===== src/rtl/pipe_reg_de_if.sv =====
// rtl/pipe_reg_de_if.sv - D->E pipeline register bus: D-side inputs, forward sources, E-side outputs
//
// Purpose : groups every D-side, forwarding and E-side signal of the D->E
//           pipeline register so the register and its driver share one bundle.
// Signals :
//   stall_D, flush_E            hazard controls
//   instrD, pc8D, extD          D-stage instruction, PC+8, extended immediate
//   rd1D, rd2D                  regfile reads of rs / rt
//   fwd_rs_D, fwd_rt_D          forward selects (0 regfile, 1 E, 2 M, 3 W)
//   pc8E_fwd, aluoutM, resultW  forward sources for selects 1, 2, 3
//   instrE, pc8E, extE          E-stage instruction, PC+8, immediate
//   rsE_data, rtE_data          resolved operands in E
//   validE                      1 = real instruction, 0 = bubble
//   stall_cnt, flush_cnt        saturating bubble event counters
// Modports: master drives the D side and observes E; slave is the register.
interface pipe_reg_de_if #(
  parameter int WIDTH = 32,
  parameter int CNT_W = 16
);
  logic             stall_D;
  logic             flush_E;
  logic [31:0]      instrD;
  logic [WIDTH-1:0] pc8D;
  logic [WIDTH-1:0] extD;
  logic [WIDTH-1:0] rd1D;
  logic [WIDTH-1:0] rd2D;
  logic [1:0]       fwd_rs_D;
  logic [1:0]       fwd_rt_D;
  logic [WIDTH-1:0] pc8E_fwd;
  logic [WIDTH-1:0] aluoutM;
  logic [WIDTH-1:0] resultW;
  logic [31:0]      instrE;
  logic [WIDTH-1:0] pc8E;
  logic [WIDTH-1:0] extE;
  logic [WIDTH-1:0] rsE_data;
  logic [WIDTH-1:0] rtE_data;
  logic             validE;
  logic [CNT_W-1:0] stall_cnt;
  logic [CNT_W-1:0] flush_cnt;

  modport master (
    output stall_D, flush_E, instrD, pc8D, extD, rd1D, rd2D,
           fwd_rs_D, fwd_rt_D, pc8E_fwd, aluoutM, resultW,
    input  instrE, pc8E, extE, rsE_data, rtE_data, validE,
           stall_cnt, flush_cnt
  );

  modport slave (
    input  stall_D, flush_E, instrD, pc8D, extD, rd1D, rd2D,
           fwd_rs_D, fwd_rt_D, pc8E_fwd, aluoutM, resultW,
    output instrE, pc8E, extE, rsE_data, rtE_data, validE,
           stall_cnt, flush_cnt
  );
endinterface


===== src/rtl/pipe_reg_de.sv =====
// rtl/pipe_reg_de.sv - D->E pipeline register with operand forwarding and bubble counters
//
// Purpose : resolves the D-stage rs/rt forward selects into operand values and
//           latches them with instrD, pc8D and extD into E. Inserts a NOP
//           bubble on flush_E or stall_D and counts those bubbles.
// Ports   :
//   clk    in  core clock, rising edge
//   reset  in  synchronous, active-high; overrides everything
//   bus    slave modport of pipe_reg_de_if (D side, forward sources, E side)
module pipe_reg_de #(
  parameter int          WIDTH = 32,
  parameter logic [31:0] NOP   = 32'h0,
  parameter int          CNT_W = 16
) (
  input  logic         clk,
  input  logic         reset,
  pipe_reg_de_if.slave bus
);

  logic [WIDTH-1:0] w_rs_val;
  logic [WIDTH-1:0] w_rt_val;

  logic [31:0]      r_instrE;
  logic [WIDTH-1:0] r_pc8E;
  logic [WIDTH-1:0] r_extE;
  logic [WIDTH-1:0] r_rsE;
  logic [WIDTH-1:0] r_rtE;
  logic             r_validE;
  logic [CNT_W-1:0] r_stall_cnt;
  logic [CNT_W-1:0] r_flush_cnt;

  // Forward mux. Register $0 is hard-wired zero, so a zero register field
  // wins over any select (a younger write to $0 must never be forwarded).
  always_comb begin
    w_rs_val = '0;
    w_rt_val = '0;
    if (bus.instrD[25:21] != 5'd0) begin
      case (bus.fwd_rs_D)
        2'd0:    w_rs_val = bus.rd1D;
        2'd1:    w_rs_val = bus.pc8E_fwd;
        2'd2:    w_rs_val = bus.aluoutM;
        default: w_rs_val = bus.resultW;
      endcase
    end
    if (bus.instrD[20:16] != 5'd0) begin
      case (bus.fwd_rt_D)
        2'd0:    w_rt_val = bus.rd2D;
        2'd1:    w_rt_val = bus.pc8E_fwd;
        2'd2:    w_rt_val = bus.aluoutM;
        default: w_rt_val = bus.resultW;
      endcase
    end
  end

  // Priority reset > flush > stall > load. A stall still sends a bubble into
  // E; the D stage holds its own values, so nothing is kept here.
  always_ff @(posedge clk) begin
    if (reset) begin
      r_instrE    <= NOP;
      r_pc8E      <= '0;
      r_extE      <= '0;
      r_rsE       <= '0;
      r_rtE       <= '0;
      r_validE    <= 1'b0;
      r_stall_cnt <= '0;
      r_flush_cnt <= '0;
    end else if (bus.flush_E || bus.stall_D) begin
      r_instrE <= NOP;
      r_pc8E   <= '0;
      r_extE   <= '0;
      r_rsE    <= '0;
      r_rtE    <= '0;
      r_validE <= 1'b0;
      // A simultaneous stall is attributed to the flush only.
      if (bus.flush_E) begin
        if (r_flush_cnt != {CNT_W{1'b1}})
          r_flush_cnt <= r_flush_cnt + CNT_W'(1);
      end else begin
        if (r_stall_cnt != {CNT_W{1'b1}})
          r_stall_cnt <= r_stall_cnt + CNT_W'(1);
      end
    end else begin
      r_instrE <= bus.instrD;
      r_pc8E   <= bus.pc8D;
      r_extE   <= bus.extD;
      r_rsE    <= w_rs_val;
      r_rtE    <= w_rt_val;
      r_validE <= 1'b1;
    end
  end

  assign bus.instrE    = r_instrE;
  assign bus.pc8E      = r_pc8E;
  assign bus.extE      = r_extE;
  assign bus.rsE_data  = r_rsE;
  assign bus.rtE_data  = r_rtE;
  assign bus.validE    = r_validE;
  assign bus.stall_cnt = r_stall_cnt;
  assign bus.flush_cnt = r_flush_cnt;

endmodule


===== src/flat_wrapper.sv =====
// flat-port wrapper written by rule: the top's interface ports become plain ports
module pipe_reg_de_flat 
#(
  parameter int          WIDTH = 32,
  parameter logic [31:0] NOP   = 32'h0,
  parameter int          CNT_W = 16
)
  (clk, reset, bus_stall_D, bus_flush_E, bus_instrD, bus_pc8D, bus_extD, bus_rd1D, bus_rd2D, bus_fwd_rs_D, bus_fwd_rt_D, bus_pc8E_fwd, bus_aluoutM, bus_resultW, bus_instrE, bus_pc8E, bus_extE, bus_rsE_data, bus_rtE_data, bus_validE, bus_stall_cnt, bus_flush_cnt);
  pipe_reg_de_if #(.WIDTH(WIDTH), .CNT_W(CNT_W)) bus_i ();
  input  logic clk;
  input  logic reset;
  input wire logic [$bits(bus_i.stall_D)-1:0] bus_stall_D;
  input wire logic [$bits(bus_i.flush_E)-1:0] bus_flush_E;
  input wire logic [$bits(bus_i.instrD)-1:0] bus_instrD;
  input wire logic [$bits(bus_i.pc8D)-1:0] bus_pc8D;
  input wire logic [$bits(bus_i.extD)-1:0] bus_extD;
  input wire logic [$bits(bus_i.rd1D)-1:0] bus_rd1D;
  input wire logic [$bits(bus_i.rd2D)-1:0] bus_rd2D;
  input wire logic [$bits(bus_i.fwd_rs_D)-1:0] bus_fwd_rs_D;
  input wire logic [$bits(bus_i.fwd_rt_D)-1:0] bus_fwd_rt_D;
  input wire logic [$bits(bus_i.pc8E_fwd)-1:0] bus_pc8E_fwd;
  input wire logic [$bits(bus_i.aluoutM)-1:0] bus_aluoutM;
  input wire logic [$bits(bus_i.resultW)-1:0] bus_resultW;
  output wire logic [$bits(bus_i.instrE)-1:0] bus_instrE;
  output wire logic [$bits(bus_i.pc8E)-1:0] bus_pc8E;
  output wire logic [$bits(bus_i.extE)-1:0] bus_extE;
  output wire logic [$bits(bus_i.rsE_data)-1:0] bus_rsE_data;
  output wire logic [$bits(bus_i.rtE_data)-1:0] bus_rtE_data;
  output wire logic [$bits(bus_i.validE)-1:0] bus_validE;
  output wire logic [$bits(bus_i.stall_cnt)-1:0] bus_stall_cnt;
  output wire logic [$bits(bus_i.flush_cnt)-1:0] bus_flush_cnt;
  assign bus_i.stall_D = bus_stall_D;
  assign bus_i.flush_E = bus_flush_E;
  assign bus_i.instrD = bus_instrD;
  assign bus_i.pc8D = bus_pc8D;
  assign bus_i.extD = bus_extD;
  assign bus_i.rd1D = bus_rd1D;
  assign bus_i.rd2D = bus_rd2D;
  assign bus_i.fwd_rs_D = bus_fwd_rs_D;
  assign bus_i.fwd_rt_D = bus_fwd_rt_D;
  assign bus_i.pc8E_fwd = bus_pc8E_fwd;
  assign bus_i.aluoutM = bus_aluoutM;
  assign bus_i.resultW = bus_resultW;
  assign bus_instrE = bus_i.instrE;
  assign bus_pc8E = bus_i.pc8E;
  assign bus_extE = bus_i.extE;
  assign bus_rsE_data = bus_i.rsE_data;
  assign bus_rtE_data = bus_i.rtE_data;
  assign bus_validE = bus_i.validE;
  assign bus_stall_cnt = bus_i.stall_cnt;
  assign bus_flush_cnt = bus_i.flush_cnt;
  pipe_reg_de #(.WIDTH(WIDTH), .NOP(NOP), .CNT_W(CNT_W)) u_core (.clk(clk), .reset(reset), .bus(bus_i));
endmodule

===== config.mk =====
export PLATFORM = sky130hd
export DESIGN_NAME = pipe_reg_de_flat
export DESIGN_NICKNAME = d
export VERILOG_FILES = /design/src/rtl/pipe_reg_de_if.sv /design/src/rtl/pipe_reg_de.sv /design/src/flat_wrapper.sv
export SDC_FILE = /design/constraint.sdc
export NUM_CORES = 1
export LEC_CHECK = 0
export BUFFER_PORTS_ARGS = -buffer_cell sky130_fd_sc_hd__buf_4
export CORE_AREA = 2 2 178 180
export CTS_BUF_LIST = sky130_fd_sc_hd__clkbuf_16
export DETAILED_ROUTE_END_ITERATION = 10
export DIE_AREA = 0 0 180 182
export GPL_TIMING_DRIVEN = 1
export PLACE_DENSITY = 0.53
export SETUP_SLACK_MARGIN = 0.15
export SKIP_CTS_REPAIR_TIMING = 1
export SLEW_MARGIN = 20
export SYNTH_ARGS = -nofsm -noshare
export SYNTH_HDL_FRONTEND = slang
export SYNTH_SLANG_ARGS = --single-unit

===== constraint.sdc =====
create_clock -name clk -period 2.7 [get_ports clk]
set_input_delay 0.405 -clock clk [delete_from_list [all_inputs] [get_ports clk]]
set_output_delay 0.405 -clock clk [all_outputs]
set_load 0.01 [all_outputs]

==> impl_metrics.yaml, run 1 <==
die:
  core-area_sq_um: 31000
  die_x_microns: 180
  die_h_microns: 182
  pin_count: 457
  die_area_sq_um: 32800
  initial_utilization: 0.242
  row_count: 65
yosys:
  synth_area_leaders: "dfxtp_1 (52%), mux4_2 (19%), and2_1 (8.1%)"
  yosys.cell_count.top_type: "dfxtp_1"
  ys_types: 44
  synth_cells: 623
  ys_seq_area_frac: 0.515
  syn_avg_cell_area_sq_um: 12.0
  synth_ff_type: "dfxtp_1"
  synth_top_cell_area_share: 0.515
  ys_top_cells_by_count: "dfxtp_1 (193), and2_1 (97), nor2b_1 (70), mux4_2 (64), clkbuf_1 (29)"
  synthesis.nets: 889
  synthArstFlopShare: 0
  synth_top_area_cell: "dfxtp_1"
  ys_warn_count: 0
  synth-seq-cells: 193
  synth_edf_count: 0
  synth_area_sq_um: 7500
worst_setup_path:
  r2r-start: "u_core.bus.stall_cnt[0]"
  cp-start-kind: "flip-flop"
  crit_arrival_ps: 2310
  cp_data_required_time_ps: 3070
  critPathMaxFanout: 7
  crit_type: "reg2reg"
  crit_path_end_kind: "flip-flop"
  crit_start: "u_core.bus.stall_cnt[0]"
sta:
  skew_ps: 8.38
  hold_viol: 0
  max_freq_mhz: 516
  post-route-min-period_ps: 1940
  period_share: 0.718
  rsz0062_at_grt: "no"
  setup_viol_count_final: 0
  fin_hold_ws_ps: 161
  tightest_slew_ps: 636
  relSlewSlack: 0.572
  tns_ps: 0
  drv_slew: 0
min_path:
  hp-start: "bus_extD[10]"
  holdCritPathClass: "in2reg"
clock_tree:
  cts_root_buf: "clkbuf_16"
  cts_buffers: 17
  cts-htree-levels: 4
  cts_tree: "built"
  clk_pin_slew_ps: 80
  worstSkewPairLatency_ps: 440
  cts_buffer_depth: 2
  cts_sinks: 193
grt:
  grt_max_degree: 69
  overflow: 0
  grt_pass1_wl_mm: 40.7
  antenna_found_initial: 3
  track_usage: 0.166
  grt_pass1_vias: 6426
detailed_routing:
  drt_first_pass_iters: 4
  dr.first_iter.drc_count: 317
  vias: 6472
  via_per_inst: 4.36
  wl_per_cell_microns: 18.7
  ant_nets: 0
  drc_errors: 0
  finalWirelength_mm: 27.8
place:
  portBuffers: 456
  hpwl_mm: 22.2
  gp_congestion: 0.834
cells_and_area:
  syn2layout_area_growth_pct: 59.3
  layout.nets: 1333
  drive_gt1_frac: 0.526
  post-route-util: 0.386
power:
  leakage_nw: 5.27
  finalPower_mw: 6.34
  p_per_area_nw_per_um2: 530
  vdd_drop_max_v: 0.000420
status:
  status: "finished, final reports clean"
flow_run:
  drv_cap: 0
[path summary, 6_finish.rpt]
check | to | slack [ps] | depth (start not counted)
max reg2reg | u_core.bus.stall_cnt[14] | 760 | 5
max | u_core.bus.stall_cnt[14] | 760 | 5
min reg2reg | u_core.bus.stall_cnt[1] | 500 | 2
min | u_core.bus.extE[10] | 160 | 2
[sequential cells by signal, indices dropped and copies added, names as in the netlist]
name	count
u_core.bus.extE	32
u_core.bus.flush_cnt	16
u_core.bus.instrE	32
u_core.bus.pc8E	32
u_core.bus.rsE_data	32
u_core.bus.rtE_data	32
u_core.bus.stall_cnt	16
u_core.bus.validE	1
[layout make-up]
class / count / area (sq um)
antenna: 2 / 5.00
fill: 3108 / 19000
clock buffer: 17 / 425
tap: 402 / 503
sequential: 193 / 3860
multi-input combinational: 382 / 3460
timing repair buffer: 463 / 3500
clock inverter: 15 / 151
inverter: 10 / 37.5
[routing by layer]
metal / routed length (microns) / share of wire / GRT usage / vias to the layer above
li1: - / - / - / 3107
met1: 10400 / 0.37 / 0.181 / 3064
met2: 14700 / 0.53 / 0.299 / 275
met3: 2250 / 0.081 / 0.0626 / 24
met4: 367 / 0.013 / 0.0468 / 2
met5: 16 / 0.00058 / 0 / -
[placed cells by master (no fill, tap or decap), drive strengths merged, types with 4 or more instances in the layout]
master,instances
nand4,11
and2,97
buf,463
nor2b,70
inv,17
o21ai,11
a31oi,8
nand2,16
clkbuf,17
or4,8
mux4,64
clkinv,6
nand3,9
or3,8
nor4,5
nor2,19
nor3,6
a21oi,13
mux2,7
a211oi,5
dfxtp,193
o31ai,4
[report_power, final]
part | switching (mW) | leakage, nW | internal (mW)
registers | 0.0262 | 1.57 | 2.92
logic | 0.303 | 3.42 | 0.542
clock network | 1.24 | 0.280 | 1.31
[logic make-up (layout without fill, tap and decap cells)]
family          after synthesis  in the layout  synth area share
simple gates                257            257             0.208
mux                          73             73             0.205
other cells                   0              2                 0
fa+ha+maj                     2              2           0.00334
compound gates               50             50            0.0425
buf+inv                      48            505            0.0259
flops                       193            193             0.515
[worst max-delay path: stages, from the launching register on]
cell      delay [ps]
dfxtp_1          390
ha_1             300
and3b_1          300
o211ai_1         210
or4_1            510
a21oi_1          160
[metrics by stage]
stage / std cells / worst slack (ps) / area, sq um
final: 1484 / 763 / 12000
after global routing: 1483 / 609 / 11900
after CTS: 1482 / 764 / 11900
after detailed placement: 1450 / 629 / 11400
after global placement: 1450 / 589 / 11400
after floorplan: 623 / 871 / 7500
Note: power is estimated with default switching activity, not from simulation.
==> inputs of run 2 (changes only) <==
--- a/config.mk
+++ b/config.mk
@@ -6,12 +6,12 @@
 export NUM_CORES = 1
 export LEC_CHECK = 0
 export BUFFER_PORTS_ARGS = -buffer_cell sky130_fd_sc_hd__buf_4
-export CORE_AREA = 2 2 178 180
+export CORE_AREA = 2 2 176 178
 export CTS_BUF_LIST = sky130_fd_sc_hd__clkbuf_16
 export DETAILED_ROUTE_END_ITERATION = 10
-export DIE_AREA = 0 0 180 182
+export DIE_AREA = 0 0 178 180
 export GPL_TIMING_DRIVEN = 1
-export PLACE_DENSITY = 0.53
+export PLACE_DENSITY = 0.54
 export SETUP_SLACK_MARGIN = 0.15
 export SKIP_CTS_REPAIR_TIMING = 1
 export SLEW_MARGIN = 20
==> constraint.sdc (replaced) <==
create_clock -name clk -period 1.8 [get_ports clk]
set_input_delay 0.27 -clock clk [delete_from_list [all_inputs] [get_ports clk]]
set_output_delay 0.27 -clock clk [all_outputs]
set_load 0.01 [all_outputs]
==> run 2 against run 1 <==
  * Die area down 2.2%
  * Non-clock buffer count rose by 52
  * Combinational power up 57%
  * Via count is 2.4% higher
  * Total power up 53%
  * Clock skew rose by 3.1 ps
  * Register-to-register slack worse by 710 ps
  * Sequential share of layout area fell by 1.7 points
  * Sequential power is 50% higher
  * Utilization up 3.7 points
  * Worst hold slack worse by 140 ps
  * Sequential cell count is the same
  * Critical endpoint is now u_core.bus.flush_cnt[14]
  * Largest cell class is now non-clock buffers
  * Largest power group unchanged
==> impl_metrics.yaml, run 2 (synthesized netlist as in run 1, its figures left out) <==
flow_run:
  drv_cap: 0
power:
  vdd_drop_max_v: 0.000614
  p_per_area_nw_per_um2: 758
  leakage_nw: 5.61
  finalPower_mw: 9.67
clock_tree:
  clk_pin_slew_ps: 90
  cts_root_buf: "clkbuf_16"
  cts_tree: "built"
  cts_buffer_depth: 2
  cts_sinks: 193
  worstSkewPairLatency_ps: 440
  cts_buffers: 17
  cts-htree-levels: 4
die:
  die_h_microns: 180
  row_count: 64
  initial_utilization: 0.248
  die_area_sq_um: 32000
  die_x_microns: 178
  pin_count: 457
  core-area_sq_um: 30200
place:
  portBuffers: 456
  hpwl_mm: 22.4
  gp_congestion: 0.832
min_path:
  hold_depth: 2
  hp-start: "bus_pc8D[2]"
  whs_endpoint: "u_core.bus.pc8E[2]"
  holdCritPathClass: "in2reg"
sta:
  tns_ps: 0
  post-route-min-period_ps: 1750
  drv_slew: 0
  hold_viol: 0
  fin_hold_ws_ps: 17.6
  setup_viol_count_final: 0
  max_freq_mhz: 571
  tightest_slew_ps: 514
  skew_ps: 11.5
  rsz0062_at_grt: "yes"
  relSlewSlack: 0.658
  period_share: 0.973
worst_setup_path:
  cp_data_required_time_ps: 2130
  crit_path_end_kind: "flip-flop"
  cp-start-kind: "flip-flop"
  crit_type: "reg2reg"
  r2r-start: "u_core.bus.flush_cnt[0]"
  rrSetupSlack_ps: 50
  critPathMaxFanout: 6
  r2r-end: "u_core.bus.flush_cnt[14]"
  reg2reg_depth: 6
  crit_arrival_ps: 2090
detailed_routing:
  drc_errors: 0
  wl_per_cell_microns: 18.4
  drt_first_pass_iters: 6
  via_per_inst: 4.34
  finalWirelength_mm: 28.1
  vias: 6630
  dr.first_iter.drc_count: 287
  ant_nets: 0
grt:
  grt_max_degree: 40
  grt_pass1_vias: 6586
  track_usage: 0.171
  overflow: 0
  grt_pass1_wl_mm: 40.8
  antenna_found_initial: 0
cells_and_area:
  drive_gt1_frac: 0.580
  diodes: 0
  post-route-util: 0.422
  final_cell_mix: "buf_4 (490), dfxtp_1 (177), and2_1 (97), nor2b_1 (70), mux4_2 (64)"
  layout.nets: 1385
  final_common_cell: "buf_4"
  syn2layout_area_growth_pct: 69.9
status:
  status: "finished, final reports clean"
run 2: worst max-delay path by stage:
stage	endpoint	start	depth (start not counted)
3_5_place_dp	u_core.bus.flush_cnt[13]	bus_flush_E	5
4_1_cts	u_core.bus.flush_cnt[12]	u_core.bus.flush_cnt[0]	5
3_3_place_gp	u_core.bus.flush_cnt[13]	bus_flush_E	5
2_1_floorplan	u_core.bus.flush_cnt[12]	u_core.bus.flush_cnt[1]	5
6_report	u_core.bus.flush_cnt[14]	u_core.bus.flush_cnt[0]	6
5_1_grt	u_core.bus.flush_cnt[3]	u_core.bus.flush_cnt[0]	7
run 2: area by class of cell:
type	count	area (sq um)
inverter	10	37.5
tap	396	495
clock inverter	15	189
clock buffer	17	425
fill	2913	17400
multi-input combinational	382	3690
timing repair buffer	515	4010
sequential	193	3900
run 2: stage by stage:
stage | std cells | setup slack, ps | cell area [sq um]
final | 1528 | 48.4 | 12700
after global routing | 1528 | -56.6 | 12700
after CTS | 1502 | 17.7 | 12300
after detailed placement | 1470 | 15.7 | 11700
after global placement | 1470 | 34.3 | 11700
after floorplan | 623 | 129 | 7570
run 2: where the power goes:
| part | total (mW) | leakage, nW | switching, mW | internal, mW |
|---|---|---|---|---|
| Combinational | 1.33 | 3.73 | 0.459 | 0.867 |
| Clock | 3.93 | 0.299 | 2.04 | 1.90 |
| Sequential | 4.41 | 1.58 | 0.0379 | 4.37 |
| Total | 9.67 | 5.61 | 2.53 | 7.13 |
run 2: worst max-delay path: stages, from the launching register on:
cell and delay, ps:
dfxtp_4 390, ha_4 130, nand4_1 120, buf_4 190
or4_4 530, o31ai_4 220, a21oi_1 60
run 2: layer usage:
metal	track usage	vias to the layer above	part of all wire
li1	-	3218	-
met1	0.192	3115	0.37
met2	0.307	275	0.53
met3	0.0573	22	0.083
met4	0.0469	0	0.017
met5	0	-	0
